**config.mk**
```make
export PLATFORM = sky130hd
export DESIGN_NAME = inst_fetch
export DESIGN_NICKNAME = d
export VERILOG_FILES = /design/src/rtl/inst_fetch.sv
export SDC_FILE = /design/constraint.sdc
export NUM_CORES = 1
export LEC_CHECK = 0
export ABC_AREA = 1
export BUFFER_PORTS_ARGS = -buffer_cell sky130_fd_sc_hd__clkbuf_2
export CAP_MARGIN = 25
export CORE_MARGIN = 5
export CORE_UTILIZATION = 56
export CTS_CLUSTER_DIAMETER = 60
export CTS_CLUSTER_SIZE = 10
export DETAILED_ROUTE_END_ITERATION = 8
export PLACE_DENSITY = 0.83
export SYNTH_ARGS = -nofsm -noshare
export SYNTH_HDL_FRONTEND = slang
export SYNTH_SLANG_ARGS = --single-unit
```
**constraint.sdc**
```tcl
create_clock -name CLK -period 3.1 [get_ports CLK]
set_clock_uncertainty 0.2 [all_clocks]
set_input_delay 0.62 -clock CLK [delete_from_list [all_inputs] [get_ports CLK]]
set_output_delay 0.62 -clock CLK [all_outputs]
set_load 0.02 [all_outputs]
```
**src/rtl/inst_fetch.sv**
```systemverilog
// Instruction fetch unit: owns the program counter, requests one instruction
// word per fetch, holds it for the control unit until STEP, then computes the
// next PC (hold / +4 / branch / register jump). A misaligned PC or a memory
// that does not answer within TIMEOUT cycles parks the unit in a sticky fault.
module inst_fetch #(
    parameter int TIMEOUT = 16
) (
    input  logic        CLK,
    input  logic        Reset,
    input  logic [1:0]  PC_SEL,
    input  logic        PC_MUX,
    input  logic [63:0] K,
    input  logic [63:0] A,
    input  logic        STEP,
    output logic        MEM_RD,
    output logic [63:0] MEM_ADDR,
    input  logic [31:0] MEM_RDATA,
    input  logic        MEM_ACK,
    output logic [31:0] Inst,
    output logic        INST_VALID,
    output logic [63:0] PC,
    output logic        FAULT
);

    localparam int WW = (TIMEOUT < 2) ? 1 : $clog2(TIMEOUT + 1);
    localparam logic [WW-1:0] WAIT_LAST = WW'(TIMEOUT - 1);

    typedef enum logic [1:0] {S_FETCH, S_HOLD, S_UPDATE, S_FAULT} state_t;

    state_t        state_q;
    logic [63:0]   pc_q, pc_d;
    logic [31:0]   inst_q;
    logic          rd_q, vld_q, fault_q;
    logic [WW-1:0] wait_q;
    logic [63:0]   br_off;

    // Only the low 26 bits of K carry the word offset.
    logic unused_k;
    assign unused_k = ^K[63:26];

    // Word offset -> byte offset, sign-extended to the full PC width.
    assign br_off = {{36{K[25]}}, K[25:0], 2'b00};

    // Next-PC selection; arithmetic wraps silently at 2^64.
    always_comb begin
        pc_d = pc_q;
        case (PC_SEL)
            2'b01:   pc_d = pc_q + 64'd4;
            2'b10:   pc_d = PC_MUX ? (pc_q + br_off) : A;
            2'b11:   pc_d = A;
            default: pc_d = pc_q;
        endcase
    end

    // Fetch/hold/update/fault sequencer with registered outputs.
    always_ff @(posedge CLK) begin
        if (Reset) begin
            state_q <= S_FETCH;
            pc_q    <= 64'd0;
            inst_q  <= 32'd0;
            rd_q    <= 1'b0;
            vld_q   <= 1'b0;
            fault_q <= 1'b0;
            wait_q  <= '0;
        end else begin
            case (state_q)
                S_FETCH: begin
                    if (!rd_q) begin
                        // First cycle out of reset: issue the request; any ack
                        // seen before the request is up is stale and dropped.
                        rd_q   <= 1'b1;
                        wait_q <= '0;
                    end else if (MEM_ACK) begin
                        inst_q  <= MEM_RDATA;
                        rd_q    <= 1'b0;
                        vld_q   <= 1'b1;
                        wait_q  <= '0;
                        state_q <= S_HOLD;
                    end else if (wait_q == WAIT_LAST) begin
                        rd_q    <= 1'b0;
                        fault_q <= 1'b1;
                        state_q <= S_FAULT;
                    end else begin
                        wait_q <= wait_q + 1'b1;
                    end
                end
                S_HOLD: begin
                    // PC_SEL=00 keeps the current instruction (multicycle ops).
                    if (STEP && (PC_SEL != 2'b00)) begin
                        pc_q    <= pc_d;
                        vld_q   <= 1'b0;
                        state_q <= S_UPDATE;
                    end
                end
                S_UPDATE: begin
                    if (pc_q[1:0] != 2'b00) begin
                        fault_q <= 1'b1;
                        state_q <= S_FAULT;
                    end else begin
                        rd_q    <= 1'b1;
                        wait_q  <= '0;
                        state_q <= S_FETCH;
                    end
                end
                S_FAULT: begin
                    // Sticky until Reset; everything frozen.
                    rd_q  <= 1'b0;
                    vld_q <= 1'b0;
                end
                default: state_q <= S_FAULT;
            endcase
        end
    end

    assign MEM_RD     = rd_q;
    assign MEM_ADDR   = pc_q;
    assign PC         = pc_q;
    assign Inst       = inst_q;
    assign INST_VALID = vld_q;
    assign FAULT      = fault_q;

endmodule

```
==> results.md, run 1 <==
- Status: finished clean
- Non-Filler Instances: approximately 3000
- DRC Markers: 0
- # clock sinks: 106
- Pin count of the biggest net entering global routing: around 110
- Core Footprint: approximately 23000 um2
- Simple-Gate Fraction of Synth Area: 0.3580
- Area grow syn2layout: 19.09%
- Die H: about 160 um
- Aggregate global-route resource usage: 0.4093
- Worst Path Required: ~3.2 ns
- DR vias: 17170
- # IOs: 330
- Syn. warnings: 0
- Syn nets: about 2700
- Placer Congestion: about 1.1
- Port bufs: between 200 and 300
- Nets: 2980
- Net Sw Frac: 0.5227
- Post-cts sizing count: 0
- FFs w/ async S/R, synth: 0
- Net Switching: around 4.2 mW
- Post-synthesis mux area share: 0
- Final Slew Violations: 0
- Peak supply drop: around 0.30 mV
- Startpoint types: flip-flop
- Tcrit/Tclk final: 0.9402
- Die Wd: 163.9 um
- Clk Latency, worst-skew pair: ~0.38 ns
- Metal3 WL: ~6.5 mm
- Die area: about 27000 um2
- Area contributors post-synth: nand2_1 20%, dfxtp_1 16%, inv_1 13%
- Reg2reg setup slack: 0.19 ns
- Crit path arrival time: approximately 3.0 ns
- Unrepaired setup endpoints after global routing: false
- Primary FF master, synth: dfxtp_1
- Final Power: slightly above 8 mW
- Flops & latches, synth: between 100 and 150
- Fin Setup TNS: 0 ns
- RR Endpoint: MEM_ADDR[63]
- Final hold slack: 0.2506 ns
- Synth top area share: 0.2005
- Syn_area_per_cell: roughly 5.4 um2
- Post-synthesis cell area: between 10000 and 15000 um2
- Sequential cell area fraction in the yosys report: 0.1601
- HP Start: Inst[8]
- Wl on met1: 21.69 mm
- Crit path time final: approximately 3 ns
- Final Setup Violations: 0
- CTS tree: done
- Post-CTS setup buffer count: 0
- R2R depth: 15
- Avg WL per Cell: ~19 um
- Compound-Gate Fraction of Synth Area: 0.1843
- Hold endpoint: Inst[8]
- Peak Freq: around 0.34 GHz
- Worst Hold Path Cells: 2
- Fillers: roughly 2300
- Total grt overflow: 0
- PwrDens: 510.3 nW/um2
- CP Capture Type: flip-flop
- First-pass GRT wire length: between 80 and 90 mm
- P_int: 3.846 mW
- Placed insts: between 3000 and 4000
- Clk pwr share: 0.165
- Post-DP HPWL: 46.46 mm
- Share of cells above drive strength 1: 0.1769
- Initial detailed-routing violation count: around 2200
- Starting Density: 0.5665
- Hold_buf cts: 0
- Pleak: 8.692 nW
- Combinational share of power: 0.597
- Vias in the first global route: between 15000 and 20000
- Worst min-delay path category: reg -> reg
- Worst setup path class: reg -> reg
- Sequential Power Share: 0.238
- Via/cell ratio: between 5 and 6
- Largest family of logic cells by synthesized area: simple AND/OR/NAND/NOR gates
- Maximum Capacitance Violations: 0
- Synth Area in Adders: 0.06757
- FP Rows: 56
- WL met2: 25.69 mm
- Root Driver: clkbuf_16
- Xor-xnor portion of the synthesized cell area: 0.04624
- Slew Limit Headroom: 0.4107
- Num CTS Buffers: 9
- Number of synthesized flops with an enable pin: 0
- # diodes: 0
- Remaining antenna violation count: 0
- Initial antenna violation count: 1
- Pre-antenna DRT Iters: 7
- Clock Path Buffers: 2
- Worst-Margin Slew: approximately 0.88 ns
- Max H-tree Level: 3
- Hold Violations, Final: 0
- Worst r2r src: MEM_ADDR[10]
- Post-synth top area cell: nand2_1
- Clock-pin slew on the worst setup and hold paths: 0.10 ns
- Routed WL: between 50 and 60 mm
- Unique masters post-synth: 42
- Synthesized netlist cell count: between 2000 and 2500
- Max layer used: met5
- Crit path max fanout: 4
-- placed cells by master, fill, tap and decap left out, types with 14 or more instances in the layout --
cell type | Yosys | routed
inv_1 | 452 | 450
dfxtp_1 | 106 | 106
xor2_1 | 47 | 47
nand2_1 | 708 | 708
a31oi_1 | 14 | 14
nor2_1 | 198 | 197
buf_4 | 64 | 124
a21oi_1 | 241 | 241
o21ai_0 | 177 | 177
clkbuf_2 | 0 | 291
nand4_1 | 22 | 22
nand3_1 | 125 | 124
ha_1 | 70 | 70
xnor2_1 | 23 | 23
nor3_1 | 32 | 32
-- power by group through the flow --
stage	clock network, mW	registers, mW	logic (mW)
after detailed placement	0	1.93	4.66
after global placement	0	1.91	4.56
final	1.33	1.91	4.81
after floorplan	0	2.30	2.62
after global routing	1.37	1.94	5.19
after CTS	1.31	1.90	4.68
-- per-stage QoR --
step / instance area (um2) / utilization / worst slack, ns
finish: 15790 / 0.6747 / 0.1855
global placement: 15450 / 0.6602 / -0.03685
detailed placement: 15450 / 0.6602 / -0.08416
CTS: 15770 / 0.6738 / 0.2920
floorplan: 13260 / - / 0.5845
global route: 15790 / 0.6747 / 0.05550
-- cell usage after synthesis, types with 2 or more instances --
| master | n |
|---|---|
| buf_1 | 6 |
| inv_1 | 452 |
| xnor2_1 | 23 |
| a221oi_1 | 6 |
| clkinv_1 | 2 |
| o221ai_1 | 2 |
| nand3_2 | 3 |
| nand2_2 | 5 |
| a211oi_1 | 3 |
| nor3_1 | 32 |
| a22oi_1 | 6 |
| inv_2 | 7 |
| or2_2 | 3 |
| dfxtp_1 | 106 |
| o21ai_1 | 4 |
| and2_1 | 6 |
| nor2_2 | 8 |
| nand4_1 | 22 |
| o211ai_1 | 6 |
| a21oi_1 | 241 |
| o21bai_1 | 5 |
| nor2_1 | 198 |
| nand3_1 | 125 |
| nor3_4 | 2 |
| buf_2 | 4 |
| ha_1 | 70 |
| buf_4 | 64 |
| clkbuf_1 | 49 |
| o21ai_0 | 177 |
| nand2_1 | 708 |
| a31oi_1 | 14 |
| nor3_2 | 11 |
| nand3b_1 | 4 |
| nor2_4 | 5 |
| xor2_1 | 47 |
-- critical path: stages, from the launching register on --
cell and delay [ns]:
dfxtp_1 0.33, ha_1 0.34, nand2_1 0.14, nor2_1 0.33, buf_4 0.17, and2_1 0.14
nand2_1 0.06, nand2_1 0.18, nand2_1 0.13, nand2_2 0.20, nand2_1 0.11, nand2_1 0.07
nand2_1 0.04, nand3_1 0.13, nand2_1 0.10, a21oi_1 0.16
-- routing by layer --
| layer | GRT usage | vias up |
|---|---|---|
| met5 | 0 | - |
| met4 | 0.2173 | 2 |
| met3 | 0.08657 | 219 |
| met2 | 0.6680 | 1097 |
| met1 | 0.5061 | 7614 |
| li1 | - | 8236 |
-- layout make-up --
class	instances	area [um2]	share of cell area
Tap cell	319	399.1	0.02528
Multi-Input combinational cell	1743	8711	0.5517
Inverter	461	1730	0.1096
Clock buffer	9	225.2	0.01426
Sequential cell	106	2122	0.1344
Clock inverter	7	93.84	0.005943
Timing Repair Buffer	421	2507	0.1588
-- worst max-delay path by stage --
| stage | end | startpoint | slack [ns] | depth (start not counted) |
|---|---|---|---|---|
| floorplan | MEM_ADDR[56] | K[0] | 0.58 | 14 |
| global placement | MEM_ADDR[56] | K[0] | -0.04 | 14 |
| detailed placement | MEM_ADDR[63] | K[25] | -0.08 | 17 |
| CTS | MEM_ADDR[63] | K[25] | 0.29 | 17 |
| global route | MEM_ADDR[56] | K[25] | 0.06 | 16 |
| finish | MEM_ADDR[63] | MEM_ADDR[10] | 0.19 | 15 |
-- state kept, by name, indices dropped and copies added (netlist names) --
| signal | cells |
|---|---|
| FAULT | 1 |
| Inst | 32 |
| wait_q | 5 |
| state_q | 2 |
| MEM_ADDR | 64 |
| MEM_RD | 1 |
| INST_VALID | 1 |
-- logic make-up after synthesis --
| group | count (synthesis) |
|---|---|
| simple gates | 1135 |
| buf+inv | 584 |
| compound gates | 467 |
| flops | 106 |
| fa+ha+maj | 71 |
| xor+xnor | 70 |
(Power assumes the default switching activity.)
==> run 2: changes to the inputs <==
==> constraint.sdc (replaced) <==
create_clock -name CLK -period 3 [get_ports CLK]
set_clock_uncertainty 0.2 [all_clocks]
set_input_delay 0.6 -clock CLK [delete_from_list [all_inputs] [get_ports CLK]]
set_output_delay 0.6 -clock CLK [all_outputs]
set_load 0.02 [all_outputs]
==> results.md, run 2 (synthesis gave the netlist of run 1 again) <==
- Clock Path Buffers: 2
- Critical path's largest stage delay: 0.29 ns
- Placed Instance Area: ~16000 um2
- Met1 Use GR: 0.5035
- Avg WL per Cell: 18.59 um
- Worst-Margin Slew: 0.8693 ns
- Post-DP HPWL: roughly 47 mm
- Core Footprint: 23400 um2
- First-pass GRT wire length: between 80 and 90 mm
- Peak supply drop: between 0.2 and 0.3 mV
- Worst setup path class: in -> reg
- Root Driver: clkbuf_16
- Clk Latency, worst-skew pair: between 0.3 and 0.4 ns
- Crit path max fanout: 4
- Num CTS Buffers: 9
- Met3 usage: 0.08130
- Commonest non-fill, non-tap cells in the layout: 708 x nand2_1, 450 x inv_1, 291 x clkbuf_2
- Via/cell ratio: 5.558
- Unrepaired setup endpoints after global routing: false
- Most used routing layer: met2
- Post-CTS setup buffer count: 0
- Clock-pin slew on the worst setup and hold paths: approximately 0.10 ns
- Design area: roughly 16000 um2
- Pin count of the biggest net entering global routing: about 110
- Final Slew Violations: 0
- Post-cts sizing count: 0
- Crit path time final: ~2.8 ns
- Maximum Capacitance Violations: 0
- # IOs: 330
- Crit path arrival time: 2.88 ns
- Initial antenna violation count: 1
- Aggregate global-route resource usage: 0.4152
- Startpoint types: primary input
- Grt met2 use: 0.6871
- # clock sinks: 106
- Area grow syn2layout: 21.66%
- Crit path max-delay cell type: ha_1
- Fillers: around 2300
- Starting Density: 0.5665
- Share of cells above drive strength 1: 0.1905
- Pre-antenna DRT Iters: 6
- Tcrit/Tclk final: 0.9318
- CP Capture Type: flip-flop
- Routed WL: ~58 mm
- Initial detailed-routing violation count: ~2100
- Final Setup Violations: 0
- Pleak: slightly below 9 nW
- Hold_buf cts: 0
- Worst min-delay path category: reg -> reg
- Final Power: 8.507 mW
- Vias in the first global route: 16170
- Largest register FFs: 64
- Die area: about 27000 um2
- Total grt overflow: 0
- Critical path cell sequence: clkbuf_2, buf_4, ha_1, nand2_1, nor2_1, buf_4, nand2_1, inv_1, a21oi_1, nand2_1, buf_12, nand2_1, nand2_1, nand2_1, nand3_1, nand2_1, a21oi_1
- Remaining antenna violation count: 0
- CTS tree: done
- Status: finished clean
- Worst Path Required: just over 3 ns
- Hold Violations, Final: 0
- DR vias: ~17000
- CP dominant cell by count: nand2_1
- Die Wd: about 160 um
- Die H: between 150 and 200 um
- Nets: 3026
- Placer Congestion: approximately 1.1
- Slew Limit Headroom: 0.4205
- FP Rows: 56
- DRC Markers: 0
- Peak Freq: 0.3577 GHz
- Port bufs: roughly 290
- PwrDens: between 500 and 600 nW/um2
- Commonest non-fill, non-tap cell in the layout: nand2_1
- Max H-tree Level: 3
run 2: power breakdown:
part	internal [mW]	total (mW)	switching (mW)
clock	0.610	1.37	0.760
combinational	1.80	5.19	3.39
sequential	1.70	1.95	0.243
total	4.11	8.51	4.39
run 2: per-stage QoR:
| stage | instances | setup WS [ns] | TNS (ns) | util | hold WS (ns) |
|---|---|---|---|---|---|
| after floorplan | 2433 | 0.5045 | 0 | - | 0.2564 |
| after global placement | 3095 | -0.08518 | -0.2823 | 0.6744 | 0.2315 |
| after detailed placement | 3095 | -0.09305 | -0.5049 | 0.6744 | 0.2357 |
| after CTS | 3111 | 0.2760 | 0 | 0.6882 | 0.2492 |
| after global routing | 3113 | 0.02027 | 0 | 0.6892 | 0.2738 |
| final | 3113 | 0.2047 | 0 | 0.6892 | 0.2502 |
run 2: critical path, delay by kind of cell:
kind / cells / cell delay [ns]
AND/OR/NAND/NOR: 9 / 0.90
buffers and inverters: 5 / 0.81
adder cells (fa/ha/maj): 1 / 0.29
AO/OA/AOI/OAI: 2 / 0.27
run 2: worst paths after layout:
check | start | to | slack, ns | depth (start not counted)
max | K[25] | MEM_ADDR[61] | 0.20 | 17
min | Inst[12] | Inst[12] | 0.25 | 2
min reg2reg | Inst[12] | Inst[12] | 0.25 | 2
max reg2reg | MEM_ADDR[10] | MEM_ADDR[59] | 0.22 | 13
run 2: layout make-up:
class	count	area, um2	area share
inverters	461	1730	0.1073
flip-flops and latches	106	2122	0.1316
well taps	319	399.1	0.02475
clock buffers	9	225.2	0.01396
multi-input cells	1743	8711	0.5401
diodes	1	2.502	0.0001551
clock inverters	7	98.84	0.006128
repair buffers	467	2840	0.1761
run 2: routing by layer:
metal	vias to the layer above	share of wire
li1	8312	-
met1	7707	0.37
met2	1097	0.46
met3	186	0.11
met4	0	0.061
met5	-	0
==> run 3: changes to the inputs <==
--- a/config.mk
+++ b/config.mk
@@ -13,7 +13,7 @@
 export CTS_CLUSTER_DIAMETER = 60
 export CTS_CLUSTER_SIZE = 10
 export DETAILED_ROUTE_END_ITERATION = 8
-export PLACE_DENSITY = 0.83
+export PLACE_DENSITY = 0.91
 export SYNTH_ARGS = -nofsm -noshare
 export SYNTH_HDL_FRONTEND = slang
 export SYNTH_SLANG_ARGS = --single-unit
==> results.md, run 3 (synthesis gave the netlist of run 1 again) <==
- Status: finished clean
- Commonest non-fill, non-tap cells in the layout: 708 x nand2_1, 450 x inv_1, 291 x clkbuf_2
- Aggregate global-route resource usage: 0.4156
- Worst-Margin Slew: between 0.8 and 0.9 ns
- Initial detailed-routing violation count: 2335
- Initial antenna violation count: 1
- Tcrit/Tclk final: 0.9287
- Slew Limit Headroom: 0.4346
- Non-Filler Instances: 3114
- Max H-tree Level: 3
- Total grt overflow: 0
- Net Sw Frac: 0.5150
- FP Rows: 56
- Worst Hold Path Cells: 2
- Combinational share of power: 0.609
- Crit path arrival time: 2.89 ns
- Port bufs: a little under 300
- Storage cell area: roughly 2100 um2
- Commonest non-fill, non-tap cell in the layout: nand2_1
- Num CTS Buffers: 9
- Avg WL per Cell: ~19 um
- Share of cells above drive strength 1: 0.1908
- Placed insts: 3097
- Nets: 3027
- Crit path max fanout: 22
- Clock-pin slew on the worst setup and hold paths: approximately 0.1 ns
- # clock sinks: between 100 and 150
- CTS tree: done
- Worst min-delay path category: reg -> reg
- Final Power: ~8.4 mW
- Area of the multi-input gates: around 8700 um2
- Remaining antenna violation count: 0
- Post-CTS setup buffer count: 0
- Worst Path Required: 3.11 ns
- Peak supply drop: about 0.33 mV
- Hold_buf cts: 0
- Worst setup path class: in -> reg
- Die Wd: around 160 um
- CP Capture Type: flip-flop
- Root Driver: clkbuf_16
- Crit path time final: roughly 2.8 ns
- First-pass GRT wire length: 86.94 mm
- Fillers: between 2000 and 2500
- DR vias: between 15000 and 20000
- Die area: between 20000 and 30000 um2
- Unrepaired setup endpoints after global routing: false
- Sequential Power Share: 0.231
- Via/cell ratio: 5.552
- PwrDens: about 520 nW/um2
- Startpoint types: primary input
- Net Switching: around 4.3 mW
- Peak Freq: around 0.36 GHz
- Core Footprint: around 23000 um2
- Clock Path Buffers: 2
- Final Slew Violations: 0
- Routed WL: around 58 mm
- Pin count of the biggest net entering global routing: between 100 and 150
- # IOs: 330
- Clk Latency, worst-skew pair: approximately 0.38 ns
- R2R depth: 14
- Placer Congestion: ~1.0
- Final Setup Violations: 0
- Maximum Capacitance Violations: 0
- P_int: between 4 and 5 mW
- Area grow syn2layout: 21.45%
- Reg2reg setup slack: between 0.2 and 0.25 ns
- Largest register FFs: 64
- Vias in the first global route: approximately 16000
- Post-DP HPWL: 47.08 mm
- Final hold slack: around 0.25 ns
- Die H: ~160 um
- DRC Markers: 0
- Pleak: 8.910 nW
- Starting Density: 0.5665
- Post-cts sizing count: 0
- Hold Violations, Final: 0
- Clk pwr share: 0.160
- Pre-antenna DRT Iters: 8
-- run 3: changes by cell type in the layout (fill, tap and decap cells not counted), sizes merged --
cell | before | now
clkinv | 7 | 5
inv | 461 | 463
buf | 176 | 177
-- run 3: path summary, 6_finish.rpt --
check              startpoint           end
setup reg to reg  MEM_ADDR[2]  MEM_ADDR[48]
setup / recovery        K[25]  MEM_ADDR[62]
hold reg to reg       Inst[4]       Inst[4]
hold / removal        Inst[4]       Inst[4]
-- run 3: layout make-up --
cell class | count | share of cell area
Antenna cell | 1 | 0.0001554
Clock buffer | 9 | 0.01399
Clock inverter | 7 | 0.005517
Inverter | 461 | 0.1075
Multi-Input combinational cell | 1743 | 0.5410
Sequential cell | 106 | 0.1318
Tap cell | 319 | 0.02479
Timing Repair Buffer | 468 | 0.1753
-- run 3: power groups by stage --
stage                     Sequential [mW]  Clock (mW)  Combinational, mW
after global routing                 1.97        1.39               5.56
after CTS                            1.93        1.34               5.02
after detailed placement             1.96           0               5.00
final                                1.95        1.35               5.14
after floorplan                      2.38           0               2.71
after global placement               1.95           0               4.89
-- run 3: layer usage --
layer	GRT usage	up-vias	wire, um
li1	-	8314	-
met1	0.5088	7704	21840
met2	0.6949	1053	26140
met3	0.06625	217	5925
met4	0.2329	0	3931
met5	0	-	0
-- run 3: through the flow --
stage | worst slack (ns) | TNS [ns] | instance area, um2 | utilization
6_report | 0.2140 | 0 | 16100 | 0.6880
5_1_grt | 0.04256 | 0 | 16100 | 0.6880
4_1_cts | 0.2802 | 0 | 16100 | 0.6879
3_5_place_dp | -0.05575 | -0.3756 | 15790 | 0.6745
3_3_place_gp | -0.04289 | -0.1846 | 15790 | 0.6745
2_1_floorplan | 0.5045 | 0 | 13260 | -
-- run 3: critical path, stage by stage --
cell      delay, ns
clkbuf_2       0.12
buf_12         0.17
buf_4          0.16
ha_1           0.36
nand2_1        0.13
nor2_1         0.20
and2_1         0.22
nand2_1        0.15
nor3_1         0.20
nand2_1        0.10
nand2_1        0.06
nand2_1        0.05
nand3_1        0.12
nand2_1        0.08
a21oi_1        0.14
